===== src/rtl/inta_cycle_sequencer.sv =====
// Interrupt-acknowledge cycle generator: turns a synchronised INT request into the
// two-pulse NINTA sequence, captures the PIC vector and offers it over valid/ready.
module inta_cycle_sequencer #(
    parameter int unsigned PULSE_W = 2,
    parameter int unsigned GAP_W   = 2,
    parameter int unsigned REARM_W = 3
) (
    input  logic       i_clk,
    input  logic       i_nreset,
    input  logic       i_int,
    input  logic       i_if_en,
    input  logic [7:0] i_d_in,
    output logic       o_ninta,
    output logic       o_nlock,
    output logic       o_busy,
    output logic [7:0] o_vec,
    output logic       o_vec_valid,
    input  logic       i_vec_ready
);

    localparam logic [3:0] P_LD = 4'(PULSE_W - 1);
    localparam logic [3:0] G_LD = 4'(GAP_W - 1);
    localparam logic [3:0] R_LD = 4'(REARM_W - 1);

    typedef enum logic [2:0] {
        S_IDLE,
        S_P1,
        S_GAP,
        S_P2,
        S_HOLD,
        S_REARM
    } state_t;

    state_t     r_state, w_state;
    logic [3:0] r_cnt, w_cnt;
    logic       r_ninta, w_ninta;
    logic       r_nlock, w_nlock;
    logic       r_busy, w_busy;
    logic [7:0] r_vec, w_vec;
    logic       r_vec_valid, w_vec_valid;
    logic       r_int_s1, r_int_s2;
    logic       w_req;
    logic       w_cnt_zero;

    assign w_req      = r_int_s2 && i_if_en && !r_vec_valid;
    assign w_cnt_zero = (r_cnt == 4'd0);

    always_comb begin
        w_state     = r_state;
        w_cnt       = r_cnt;
        w_ninta     = r_ninta;
        w_nlock     = r_nlock;
        w_busy      = r_busy;
        w_vec       = r_vec;
        w_vec_valid = r_vec_valid;
        case (r_state)
            S_IDLE: begin
                if (w_req) begin
                    w_state = S_P1;
                    w_ninta = 1'b0;
                    w_nlock = 1'b0;
                    w_busy  = 1'b1;
                    w_cnt   = P_LD;
                end
            end
            // Once P1 is entered the sequence runs to completion regardless of INT/IF_EN.
            S_P1: begin
                if (w_cnt_zero) begin
                    w_state = S_GAP;
                    w_ninta = 1'b1;
                    w_cnt   = G_LD;
                end else begin
                    w_cnt = r_cnt - 4'd1;
                end
            end
            S_GAP: begin
                if (w_cnt_zero) begin
                    w_state = S_P2;
                    w_ninta = 1'b0;
                    w_nlock = 1'b1;
                    w_cnt   = P_LD;
                end else begin
                    w_cnt = r_cnt - 4'd1;
                end
            end
            S_P2: begin
                if (w_cnt_zero) begin
                    w_state     = S_HOLD;
                    w_ninta     = 1'b1;
                    w_vec       = i_d_in;
                    w_vec_valid = 1'b1;
                end else begin
                    w_cnt = r_cnt - 4'd1;
                end
            end
            S_HOLD: begin
                if (r_vec_valid && i_vec_ready) begin
                    w_state     = S_REARM;
                    w_vec_valid = 1'b0;
                    w_busy      = 1'b0;
                    w_cnt       = R_LD;
                end
            end
            S_REARM: begin
                // Last rearm cycle with a pending request goes straight to P1.
                if (w_cnt_zero) begin
                    if (w_req) begin
                        w_state = S_P1;
                        w_ninta = 1'b0;
                        w_nlock = 1'b0;
                        w_busy  = 1'b1;
                        w_cnt   = P_LD;
                    end else begin
                        w_state = S_IDLE;
                    end
                end else begin
                    w_cnt = r_cnt - 4'd1;
                end
            end
            default: begin
                w_state = S_IDLE;
                w_cnt   = 4'd0;
            end
        endcase
    end

    always_ff @(posedge i_clk) begin
        if (!i_nreset) begin
            r_state     <= S_IDLE;
            r_cnt       <= 4'd0;
            r_ninta     <= 1'b1;
            r_nlock     <= 1'b1;
            r_busy      <= 1'b0;
            r_vec       <= 8'h00;
            r_vec_valid <= 1'b0;
            r_int_s1    <= 1'b0;
            r_int_s2    <= 1'b0;
        end else begin
            r_state     <= w_state;
            r_cnt       <= w_cnt;
            r_ninta     <= w_ninta;
            r_nlock     <= w_nlock;
            r_busy      <= w_busy;
            r_vec       <= w_vec;
            r_vec_valid <= w_vec_valid;
            r_int_s1    <= i_int;
            r_int_s2    <= r_int_s1;
        end
    end

    assign o_ninta     = r_ninta;
    assign o_nlock     = r_nlock;
    assign o_busy      = r_busy;
    assign o_vec       = r_vec;
    assign o_vec_valid = r_vec_valid;

endmodule


===== config.mk =====
export PLATFORM = sky130hd
export DESIGN_NAME = inta_cycle_sequencer
export DESIGN_NICKNAME = d
export VERILOG_FILES = /design/src/rtl/inta_cycle_sequencer.sv
export SDC_FILE = /design/constraint.sdc
export NUM_CORES = 1
export LEC_CHECK = 0
export BUFFER_PORTS_ARGS = -buffer_cell sky130_fd_sc_hd__buf_2
export CAP_MARGIN = 20
export CORE_MARGIN = 2
export CORE_UTILIZATION = 55
export CTS_CLUSTER_DIAMETER = 40
export DETAILED_ROUTE_END_ITERATION = 7
export GPL_TIMING_DRIVEN = 0
export PLACE_DENSITY = 0.76
export SYNTH_ARGS = -nofsm -noshare
export SYNTH_HDL_FRONTEND = slang
export SYNTH_SLANG_ARGS = --single-unit

===== constraint.sdc =====
create_clock -name i_clk -period 2.6 [get_ports i_clk]
set_input_delay 0.13 -clock i_clk [delete_from_list [all_inputs] [get_ports i_clk]]
set_output_delay 0.13 -clock i_clk [all_outputs]
set_load 0.03 [all_outputs]

==> results of run 1 <==
## worst max-delay path by stage
stage,startpoint,cells past startpoint,slack [ns],end
after floorplan,r_cnt[0]$_SDFFE_PN0P_,6,1.06,r_cnt[2]$_SDFFE_PN0P_
after global placement,r_cnt[0]$_SDFFE_PN0P_,6,0.93,r_cnt[2]$_SDFFE_PN0P_
after detailed placement,r_cnt[0]$_SDFFE_PN0P_,6,0.89,r_cnt[2]$_SDFFE_PN0P_
after CTS,r_cnt[0]$_SDFFE_PN0P_,6,0.87,r_cnt[2]$_SDFFE_PN0P_
after global routing,r_cnt[0]$_SDFFE_PN0P_,6,0.73,r_cnt[2]$_SDFFE_PN0P_
final,r_cnt[0]$_SDFFE_PN0P_,6,0.87,r_cnt[2]$_SDFFE_PN0P_
## registers in the layout (all words and copies together), names as in the netlist
register / cells
o_nlock: 1
r_int_s1: 1
o_busy: 1
r_int_s2: 1
o_vec: 8
r_cnt: 4
o_vec_valid: 1
o_ninta: 1
r_state: 3
## cells by family after synthesis
kind of cell / after synthesis / share of synthesized area [%]
DFF: 21 / 35.86
adders and majority gates: 2 / 2.134
xor gates and xnor gates: 1 / 0.7472
buffers and inverters: 11 / 5.762
and+or+nand+nor: 57 / 28.60
AOI/OAI and AO/OA: 44 / 26.89
## power breakdown
part           internal [W]  switching (W)
logic              0.000276       0.000392
clock network     0.0000573       0.000103
registers          0.000372      0.0000436
## cell type report
class / instances / share of cell area (%)
plain buffers: 8 / 4.159
flip-flops and latches: 21 / 31.05
well taps: 27 / 2.495
multi-input cells: 104 / 50.55
inverters: 3 / 0.8318
repair buffers: 24 / 8.872
clock buffers: 3 / 1.664
clock inverters: 1 / 0.3697
## per-layer routing
layer  share of wire [%]  global-route usage [%]
met3                 5.9                   3.571
met1                  47                   30.45
met4                0.40                   5.556
met5                   0                       0
met2                  46                   32.68
## worst max-delay path, delay by kind of cell, from the launching register on
kind / cells / cell delay [ns]
compound gates: 2 / 0.49
simple gates: 2 / 0.44
flops: 1 / 0.34
fa+ha+maj: 1 / 0.21
buf+inv: 1 / 0.15
## through the flow
step                      util, %  cell area (µm²)
final                       68.31             1354
after global routing        68.31             1354
after CTS                   68.31             1354
after detailed placement    66.92             1326
after global placement      66.92             1326
after floorplan                 -             1172
## placed cells by master (no fill, tap or decap), types with 2 or more instances in the layout
cell type	count
sky130_fd_sc_hd__a21boi_1	4
sky130_fd_sc_hd__a21boi_2	4
sky130_fd_sc_hd__a21oi_1	10
sky130_fd_sc_hd__and2_1	2
sky130_fd_sc_hd__and3b_1	2
sky130_fd_sc_hd__buf_2	25
sky130_fd_sc_hd__buf_4	2
sky130_fd_sc_hd__clkbuf_1	3
sky130_fd_sc_hd__clkbuf_4	3
sky130_fd_sc_hd__dfxtp_1	21
sky130_fd_sc_hd__ha_1	2
sky130_fd_sc_hd__inv_1	3
sky130_fd_sc_hd__nand2_1	24
sky130_fd_sc_hd__nand2b_1	2
sky130_fd_sc_hd__nand3_1	2
sky130_fd_sc_hd__nor2_1	6
sky130_fd_sc_hd__nor3_1	5
sky130_fd_sc_hd__o211ai_1	2
sky130_fd_sc_hd__o21a_1	2
sky130_fd_sc_hd__o21ai_0	8
sky130_fd_sc_hd__o22ai_1	2
sky130_fd_sc_hd__o31ai_1	2
==> metrics.log, run 1 <==
[metrics] final-report hold violation count: 0
[metrics] Synth Area per Inst: 8.620 µm²
[metrics] non-filler instance count after layout: 191
[metrics] most used flip-flop cell after synthesis: sky130_fd_sc_hd__dfxtp_1
[metrics] RSZ-0062 raised after global routing: no
[metrics] Total Power Consumption: 0.001245 W
[metrics] start-to-end type of the worst setup path: reg2reg
[metrics] maximum clock frequency: 579.4 MHz
[metrics] post-synth cell types: 48
[metrics] setup-violating endpoint count in the final report: 0
[metrics] most frequent cell after synthesis: sky130_fd_sc_hd__nand2_1
[metrics] biggest cell delay along the critical path: 0.36 ns
[metrics] count of max-cap constraint violations: 0
[metrics] via-per-instance ratio: 5.634
[metrics] Worst Hold Slack: 0.02610 ns
[metrics] CTS buffer count: 3
[metrics] number of cell instances on the worst register-to-register path: 6
[metrics] Leakage Power: 0.5566 nW
[metrics] fin. max-slew vios: 0
[metrics] number of antenna cells inserted: 0
[metrics] vertical die dimension: 50.17 µm
[metrics] clock insertion delay at the later pin of the skew report: 0.31 ns
[metrics] Die Span X: 50.17 µm
[metrics] share of post-route cells with drive strength above 1: 29.88%
[metrics] Post-synth EDFFs: 0
[metrics] antenna violations before repair: 0
[metrics] global-route usage over all layers: 21.18%
[metrics] largest net degree at the start of global routing: 13
[metrics] vias in the first global route: 915
[metrics] cell types with the largest area share after synthesis: sky130_fd_sc_hd__dfxtp_1 (36%), sky130_fd_sc_hd__nand2_1 (7.7%), sky130_fd_sc_hd__a21oi_1 (4.3%)
[metrics] FILL cells: 161
[metrics] via total after detailed routing: 1076
[metrics] total DRC errors in the routed layout: 0
[metrics] area used by multi-input combinational logic: 684.4 µm²
[metrics] count of input and output buffers: 24
[metrics] dominant cell type by area after synthesis: sky130_fd_sc_hd__dfxtp_1
[metrics] measured slew at the worst slew-check pin: 0.4415 ns
[metrics] Max Buffers Root-to-Sink: 2
[metrics] area occupied by registers: 420.4 µm²
[metrics] Synth async-reset ratio: 0%
[metrics] post-cts sizing count: 0
[metrics] DP Cell Count: 187
[metrics] Clock transition at path regs: 0.13 ns
[metrics] first-pass GRT wire length: 4112 µm
[metrics] number of rows in the core area: 16
[metrics] hold path endpoint: r_int_s1$_SDFF_PN0_
[metrics] most frequent cells after synthesis: sky130_fd_sc_hd__nand2_1 (24), sky130_fd_sc_hd__dfxtp_1 (21), sky130_fd_sc_hd__a21oi_1 (10), sky130_fd_sc_hd__o21ai_0 (8), sky130_fd_sc_hd__nor2_1 (6)
[metrics] startpoint of the tightest hold check path: i_int
[metrics] total die area: 2517 µm²
[metrics] crit path time final: 1.726 ns
[metrics] number of synthesis warnings: 0
[metrics] final weighted congestion in routability-driven placement: 0.8771
[metrics] Seq cells post-synth: 21
[metrics] aggregate routed wire length: 2471 µm
[metrics] grt total ovfl: 0
[metrics] antenna violation net count after detailed routing: 0
[metrics] violation count after the first detailed-route iteration: 50
[metrics] Reg2Reg Capture Point: r_cnt[2]$_SDFFE_PN0P_
[metrics] aggregate negative setup slack: 0 ns
[metrics] post-synthesis instance area: 1172 µm²
[metrics] Max FO, Critical Path: 7
[metrics] clock net sink count: 21
[metrics] Pre-antenna DRT Iters: 4
[metrics] boundary pin count: 25
[metrics] startpoint kind of the worst setup timing path: flop
[metrics] floorplan core area: 1982 µm²
[metrics] least setup slack across all paths after layout: 0.8739 ns
[metrics] Post-Synthesis Cells: 136
[metrics] max-slew headroom at the worst pin: 70.57%
[metrics] Crit-path slowest cell: sky130_fd_sc_hd__a2111oi_2
[metrics] worst flop-to-flop path startpoint: r_cnt[0]$_SDFFE_PN0P_
[metrics] clk root buf: sky130_fd_sc_hd__clkbuf_4
[metrics] top-area cell type share of the netlist area: 35.86%
[metrics] Worst Skew: 0.007761 ns
[metrics] worst slack at placement: 0.8878 ns
[metrics] result of the run: finished, final reports clean
[metrics] detailed-placement wirelength estimate: 1861 µm
[metrics] CTS tree: yes
[metrics] power density normalized to cell area: 919.3 nW/µm²
[metrics] endpoint arrival time on the critical path: 1.93 ns
[metrics] worst hold-check path type: in2reg
[metrics] number of hold-repair buffers added at the cts stage: 0
[metrics] critical path cell sequence: inv_1 -> ha_1 -> nor3b_4 -> o21ai_1 -> a2111oi_2 -> nor3b_1
[metrics] Final nets: 180
[metrics] reg2reg setup slack: 0.87 ns
[metrics] share of the cycle needed by the critical path after routing: 66.39%
[metrics] number of levels in the clock H-tree: 1
[metrics] routed length per placed instance: 12.94 µm
[metrics] initial cell density of the core: 59.15%
[metrics] sequential fraction of the synthesis area: 35.86%
[metrics] data required time of the worst path: 2.80 ns
[metrics] synthesized net count: 151
[metrics] capturing element type of the critical path: flop
[metrics] Max IR drop VDD: 0.5591 mV
[metrics] number of cells on the worst hold path: 2
[metrics] area growth from synthesis to layout: 15.48%
[metrics] setup fix buffers added after clock tree synthesis: 0
No activity file was read; power rests on OpenSTA's default activity.
==> run 2: changes to the inputs <==
--- a/config.mk
+++ b/config.mk
@@ -8,11 +8,11 @@
 export BUFFER_PORTS_ARGS = -buffer_cell sky130_fd_sc_hd__buf_2
 export CAP_MARGIN = 20
 export CORE_MARGIN = 2
-export CORE_UTILIZATION = 55
+export CORE_UTILIZATION = 48
 export CTS_CLUSTER_DIAMETER = 40
 export DETAILED_ROUTE_END_ITERATION = 7
 export GPL_TIMING_DRIVEN = 0
-export PLACE_DENSITY = 0.76
+export PLACE_DENSITY = 0.7
 export SYNTH_ARGS = -nofsm -noshare
 export SYNTH_HDL_FRONTEND = slang
 export SYNTH_SLANG_ARGS = --single-unit
==> constraint.sdc (replaced) <==
create_clock -name i_clk -period 1.5 [get_ports i_clk]
set_input_delay 0.075 -clock i_clk [delete_from_list [all_inputs] [get_ports i_clk]]
set_output_delay 0.075 -clock i_clk [all_outputs]
set_load 0.03 [all_outputs]
==> run 2 against run 1 <==
Critical path depth increased by 1. Total power increased by 99%. Die area increased by 13%. Clock power increased by 79%. Setup slack got worse by 0.85 ns. First-iteration DRC count decreased by 58%. Via count increased by 7.1%. Critical path type unchanged.
==> metrics.log, run 2 (synthesis gave the netlist of run 1 again) <==
[metrics] result of the run: finished, final reports clean
[metrics] Max IR drop VDD: 1.407 mV
[metrics] power density normalized to cell area: 1568 nW/µm²
[metrics] CTS buffer count: 3
[metrics] number of cell instances on the worst register-to-register path: 7
[metrics] FILL cells: 193
[metrics] clock insertion delay at the later pin of the skew report: 0.32 ns
[metrics] final-report hold violation count: 0
[metrics] vertical die dimension: 53.42 µm
[metrics] startpoint kind of the worst setup timing path: flop
[metrics] Clock transition at path regs: 0.12 ns
[metrics] Leakage Power: 0.6640 nW
[metrics] setup-violating endpoint count in the final report: 0
[metrics] clk root buf: sky130_fd_sc_hd__clkbuf_4
[metrics] grt total ovfl: 0
[metrics] max FFs per register: 8
[metrics] initial cell density of the core: 52.00%
[metrics] Max FO, Critical Path: 7
[metrics] first-pass GRT wire length: 4774 µm
[metrics] fin. max-slew vios: 0
[metrics] total DRC errors in the routed layout: 0
[metrics] hold path endpoint: r_state[1]$_SDFFE_PN0P_
[metrics] Pre-antenna DRT Iters: 4
[metrics] clock net sink count: 21
[metrics] largest net degree at the start of global routing: 13
[metrics] Worst Hold Slack: 0.03882 ns
[metrics] via total after detailed routing: 1152
[metrics] aggregate negative setup slack: 0 ns
[metrics] Die Span X: 53.42 µm
[metrics] crit path time final: 1.480 ns
[metrics] vias in the first global route: 1071
[metrics] highest-count cells in the layout ignoring fill and taps: sky130_fd_sc_hd__buf_2 (25), sky130_fd_sc_hd__nand2_1 (22), sky130_fd_sc_hd__dfxtp_1 (19)
[metrics] count of input and output buffers: 24
[metrics] number of levels in the clock H-tree: 1
[metrics] most common library cell in the layout ignoring fill and taps: sky130_fd_sc_hd__buf_2
[metrics] share of the cycle needed by the critical path after routing: 98.70%
[metrics] area growth from synthesis to layout: 34.79%
[metrics] data required time of the worst path: 1.76 ns
[metrics] startpoint of the tightest hold check path: i_nreset
[metrics] routed length per placed instance: 13.56 µm
[metrics] share of post-route cells with drive strength above 1: 39.34%
[metrics] number of cells on the worst hold path: 2
[metrics] number of antenna cells inserted: 0
[metrics] CTS tree: yes
[metrics] capturing element type of the critical path: flop
[metrics] Final nets: 199
[metrics] final weighted congestion in routability-driven placement: 0.8685
[metrics] worst hold-check path type: in2reg
[metrics] number of rows in the core area: 17
[metrics] count of max-cap constraint violations: 0
[metrics] detailed-placement wirelength estimate: 1891 µm
[metrics] max-slew headroom at the worst pin: 71.20%
[metrics] via-per-instance ratio: 5.460
[metrics] maximum clock frequency: 675.5 MHz
[metrics] worst slack at placement: -0.1715 ns
[metrics] endpoint arrival time on the critical path: 1.74 ns
[metrics] DP Cell Count: 188
[metrics] reg2reg setup slack: 0.02 ns
[metrics] floorplan core area: 2255 µm²
[metrics] antenna violations before repair: 0
[metrics] measured slew at the worst slew-check pin: 0.4319 ns
[metrics] least setup slack across all paths after layout: 0.01957 ns
[metrics] global-route usage over all layers: 23.28%
[metrics] Reg2Reg Capture Point: r_cnt[0]$_SDFFE_PN0P_
[metrics] Total Power Consumption: 0.002477 W
[metrics] RSZ-0062 raised after global routing: yes
[metrics] worst flop-to-flop path startpoint: r_cnt[0]$_SDFFE_PN0P_
[metrics] non-filler instance count after layout: 211
[metrics] Max Buffers Root-to-Sink: 2
[metrics] start-to-end type of the worst setup path: reg2reg
[metrics] aggregate routed wire length: 2861 µm
[metrics] antenna violation net count after detailed routing: 0
[metrics] total die area: 2854 µm²
[metrics] boundary pin count: 25
[metrics] Worst Skew: 0.007517 ns
[metrics] violation count after the first detailed-route iteration: 21
==> run 2: final cells by class <==
class	count	area [µm²]	share of cell area, %
Clock buffer	3	22.52	1.425
Clock inverter	1	5.005	0.3167
Tap cell	28	35.03	2.217
Buffer	8	56.30	3.563
Sequential cell	21	422.9	26.76
Inverter	3	13.76	0.8709
Timing Repair Buffer	42	277.8	17.58
Multi-Input combinational cell	105	747.0	47.27
==> run 2: worst max-delay path: stages (launching register included) <==
cell,delay [ns]
sky130_fd_sc_hd__dfxtp_2,0.38
sky130_fd_sc_hd__inv_4,0.04
sky130_fd_sc_hd__ha_4,0.15
sky130_fd_sc_hd__nor4bb_4,0.14
sky130_fd_sc_hd__buf_6,0.15
sky130_fd_sc_hd__and2_4,0.17
sky130_fd_sc_hd__a221o_1,0.27
sky130_fd_sc_hd__a21oi_2,0.12
==> run 2: routing by layer <==
metal	share of wire [%]	up-vias	GRT usage, %	wire [µm]
li1	-	575	-	-
met1	46	545	28.40	1322
met2	49	27	40.53	1388
met3	3.6	5	3.390	102
met4	1.6	0	8.974	47
met5	0	-	0	0
==> run 2: worst max path at each step <==
stage	from	to	slack, ns
finish	r_cnt[0]$_SDFFE_PN0P_	r_cnt[0]$_SDFFE_PN0P_	0.02
CTS	r_cnt[0]$_SDFFE_PN0P_	o_nlock$_SDFFE_PN1P_	0.007
floorplan	r_cnt[0]$_SDFFE_PN0P_	r_cnt[0]$_SDFFE_PN0P_	0.006
global placement	r_cnt[0]$_SDFFE_PN0P_	r_cnt[2]$_SDFFE_PN0P_	-0.12
global route	r_cnt[1]$_SDFFE_PN0P_	r_cnt[0]$_SDFFE_PN0P_	-0.1
detailed placement	r_cnt[0]$_SDFFE_PN0P_	r_cnt[2]$_SDFFE_PN0P_	-0.17
==> run 2: power by group <==
part           switching [W]  internal, W  leakage [nW]
logic               0.000792     0.000664         0.475
registers          0.0000864     0.000649         0.171
clock network       0.000186     0.000100        0.0177
total                0.00106      0.00141         0.664
==> run 2: what timing repair did <==
| item | in CTS | in global routing |
|---|---|---|
| hold buffers | 9 | 0 |
| pin swaps | 6 | 6 |
| resized for setup | 8 | 10 |
| endpoints found under the setup margin | 16 | 16 |
| setup buffers | 5 | 4 |
| hold endpoints to repair | 9 | 0 |
| cloned | 1 | 0 |
==> run 2: through the flow <==
stage               utilization [%]  instance area, µm²
floorplan                         -                1172
global route                  70.09                1580
detailed placement            58.88                1328
global placement              58.88                1328
CTS                           67.59                1524
finish                        70.09                1580
==> run 3: changes to the inputs <==
--- a/config.mk
+++ b/config.mk
@@ -13,6 +13,7 @@
 export DETAILED_ROUTE_END_ITERATION = 7
 export GPL_TIMING_DRIVEN = 0
 export PLACE_DENSITY = 0.7
+export SETUP_SLACK_MARGIN = 0.1
 export SYNTH_ARGS = -nofsm -noshare
 export SYNTH_HDL_FRONTEND = slang
 export SYNTH_SLANG_ARGS = --single-unit
==> run 3 against run 2 <==
The flow now finishes with violations (negative setup slack). Critical endpoint is now r_cnt[2]$_SDFFE_PN0P_. Final cell count is 2.8% higher. Non-clock buffer count rose by 6. First-iteration DRC count is 140% higher. Maximum frequency shrank 5.7%. Global-route usage is 0.14 points lower. Total power is 6.2% higher.
==> metrics.log, run 3 (synthesis gave the netlist of run 1 again) <==
[metrics] result of the run: finished with violations
[metrics] failing checks: negative setup slack
[metrics] antenna violation net count after detailed routing: 0
[metrics] area growth from synthesis to layout: 41.94%
[metrics] CTS buffer count: 3
[metrics] violation count after the first detailed-route iteration: 50
[metrics] fin. max-slew vios: 0
[metrics] internal power: 0.001485 W
[metrics] number of antenna cells inserted: 0
[metrics] grt total ovfl: 0
[metrics] boundary pin count: 25
[metrics] cell family contributing the most delay on the critical path: compound AO/OA/AOI/OAI gates
[metrics] aggregate negative setup slack: -0.07858 ns
[metrics] number of rows in the core area: 17
[metrics] initial cell density of the core: 52.00%
[metrics] max FFs per register: 8
[metrics] share of the cycle needed by the critical path after routing: 104.7%
[metrics] area used by multi-input combinational logic: 770.7 µm²
[metrics] count of max-cap constraint violations: 0
[metrics] Max FO, Critical Path: 4
[metrics] max-slew headroom at the worst pin: 69.88%
[metrics] detailed-placement wirelength estimate: 1961 µm
[metrics] RSZ-0062 raised after global routing: yes
[metrics] Worst Hold Slack: 0.03019 ns
[metrics] first-pass GRT wire length: 4830 µm
[metrics] startpoint kind of the worst setup timing path: flop
[metrics] Die Span X: 53.42 µm
[metrics] global-route usage over all layers: 23.14%
[metrics] Final nets: 205
[metrics] CP Buf/Inv Count: 1
[metrics] capturing element type of the critical path: flop
[metrics] FILL cells: 167
[metrics] count of input and output buffers: 24
[metrics] switching power as a share of total power: 43.55%
[metrics] global routing usage on met3: 3.390%
[metrics] relative contribution of the clock network to total power: 10.9%
[metrics] largest net degree at the start of global routing: 13
[metrics] crit path time final: 1.570 ns
[metrics] least setup slack across all paths after layout: -0.07012 ns
[metrics] Max Buffers Root-to-Sink: 2
[metrics] power density normalized to cell area: 1581 nW/µm²
[metrics] area occupied by registers: 425.4 µm²
[metrics] data required time of the worst path: 1.70 ns
[metrics] aggregate routed wire length: 3286 µm
[metrics] DP Cell Count: 188
[metrics] vertical die dimension: 53.42 µm
[metrics] final weighted congestion in routability-driven placement: 0.8198
[metrics] share of post-route cells with drive strength above 1: 44.44%
[metrics] Max IR drop VDD: 1.115 mV
[metrics] via-per-instance ratio: 5.742
[metrics] total DRC errors in the routed layout: 0
[metrics] Pre-antenna DRT Iters: 4
[metrics] clock insertion delay at the later pin of the skew report: 0.31 ns
[metrics] number of levels in the clock H-tree: 1
[metrics] biggest cell delay along the critical path: 0.37 ns
[metrics] non-filler instance count after layout: 217
[metrics] Worst Skew: 0.005660 ns
[metrics] measured slew at the worst slew-check pin: 0.4518 ns
[metrics] via total after detailed routing: 1246
[metrics] GR Util met2: 35.60%
[metrics] switching power: 0.001146 W
[metrics] setup-violating endpoint count in the final report: 2
[metrics] total die area: 2854 µm²
[metrics] vias in the first global route: 1019
[metrics] maximum clock frequency: 636.9 MHz
[metrics] worst slack at placement: -0.06555 ns
[metrics] global-route met1 utilization: 32.18%
[metrics] Leakage Power: 0.6894 nW
[metrics] grt peak-use layer: met2
[metrics] fraction of power consumed by combinational cells: 60.7%
[metrics] clk root buf: sky130_fd_sc_hd__clkbuf_4
[metrics] floorplan core area: 2255 µm²
[metrics] endpoint arrival time on the critical path: 1.78 ns
[metrics] post-route cell area: 1664 µm²
[metrics] antenna violations before repair: 0
[metrics] CTS tree: yes
[metrics] instance area at placement: 1346 µm²
[metrics] worst hold-check path type: in2reg
[metrics] Crit-path slowest cell: sky130_fd_sc_hd__a2111oi_2
[metrics] Sequential Power Share: 28.4%
[metrics] critical path cell sequence: inv_2 -> ha_4 -> nor3b_4 -> o21ai_1 -> a2111oi_2 -> nor3b_1
[metrics] final-report hold violation count: 0
[metrics] Clock transition at path regs: 0.13 ns
[metrics] most common library cell in the layout ignoring fill and taps: sky130_fd_sc_hd__buf_2
[metrics] routed length per placed instance: 15.14 µm
[metrics] clock net sink count: 21
[metrics] start-to-end type of the worst setup path: reg2reg
[metrics] highest-count cells in the layout ignoring fill and taps: sky130_fd_sc_hd__buf_2 (25), sky130_fd_sc_hd__nand2_1 (18), sky130_fd_sc_hd__dfxtp_1 (17)
[run 3: cell count changes in the layout (fill, tap and decap cells not counted), sizes merged]
cell,previous run,this run
buf,37,43
[run 3: metal layers]
metal  routed length [µm]  part of all wire [%]  vias to the layer above
met3                  158                   4.8                        8
met2                 1662                    51                       54
li1                     -                     -                      591
met4                   65                   2.0                        0
met1                 1399                    43                      593
met5                    0                     0                        -
[run 3: power by group through the flow]
stage	sequential, W	clock [W]	combinational [W]
final	0.000747	0.000286	0.00160
after global routing	0.000755	0.000310	0.00173
after CTS	0.000739	0.000283	0.00139
after detailed placement	0.000747	0	0.00118
after global placement	0.000740	0	0.00116
after floorplan	0.000768	0	0.000907
[run 3: area by class of cell]
cell class              instances  share of cell area (%)
multi-input cells             105                   46.32
flip-flops and latches         21                   25.56
repair buffers                 48                   19.85
plain buffers                   8                   3.684
well taps                      28                   2.105
clock buffers                   3                   1.353
inverters                       3                  0.8271
clock inverters                 1                  0.3008
[run 3: through the flow]
step / power (W) / utilization [%]
final: 0.002631 / 73.81
after detailed placement: 0.001922 / 59.71
after global placement: 0.001899 / 59.71
after floorplan: 0.001675 / -
after global routing: 0.002792 / 73.81
after CTS: 0.002416 / 67.54
[run 3: path summary, 6_finish.rpt]
check	slack, ns	start	to	depth (start not counted)
worst min register to register	0.46	r_int_s1$_SDFF_PN0_	r_int_s2$_SDFF_PN0_	1
worst min-delay path	0.03	i_nreset	r_state[1]$_SDFFE_PN0P_	2
worst max register to register	-0.07	r_cnt[1]$_SDFFE_PN0P_	r_cnt[2]$_SDFFE_PN0P_	6
worst max-delay path	-0.07	r_cnt[1]$_SDFFE_PN0P_	r_cnt[2]$_SDFFE_PN0P_	6
[run 3: repair_timing]
action	in CTS	in global routing
gates cloned	1	0
hold buffers	4	5
resized for setup	12	14
pin swaps	9	9
endpoints found under the hold margin	4	5
endpoints found under the setup margin	17	19
setup buffers	7	8
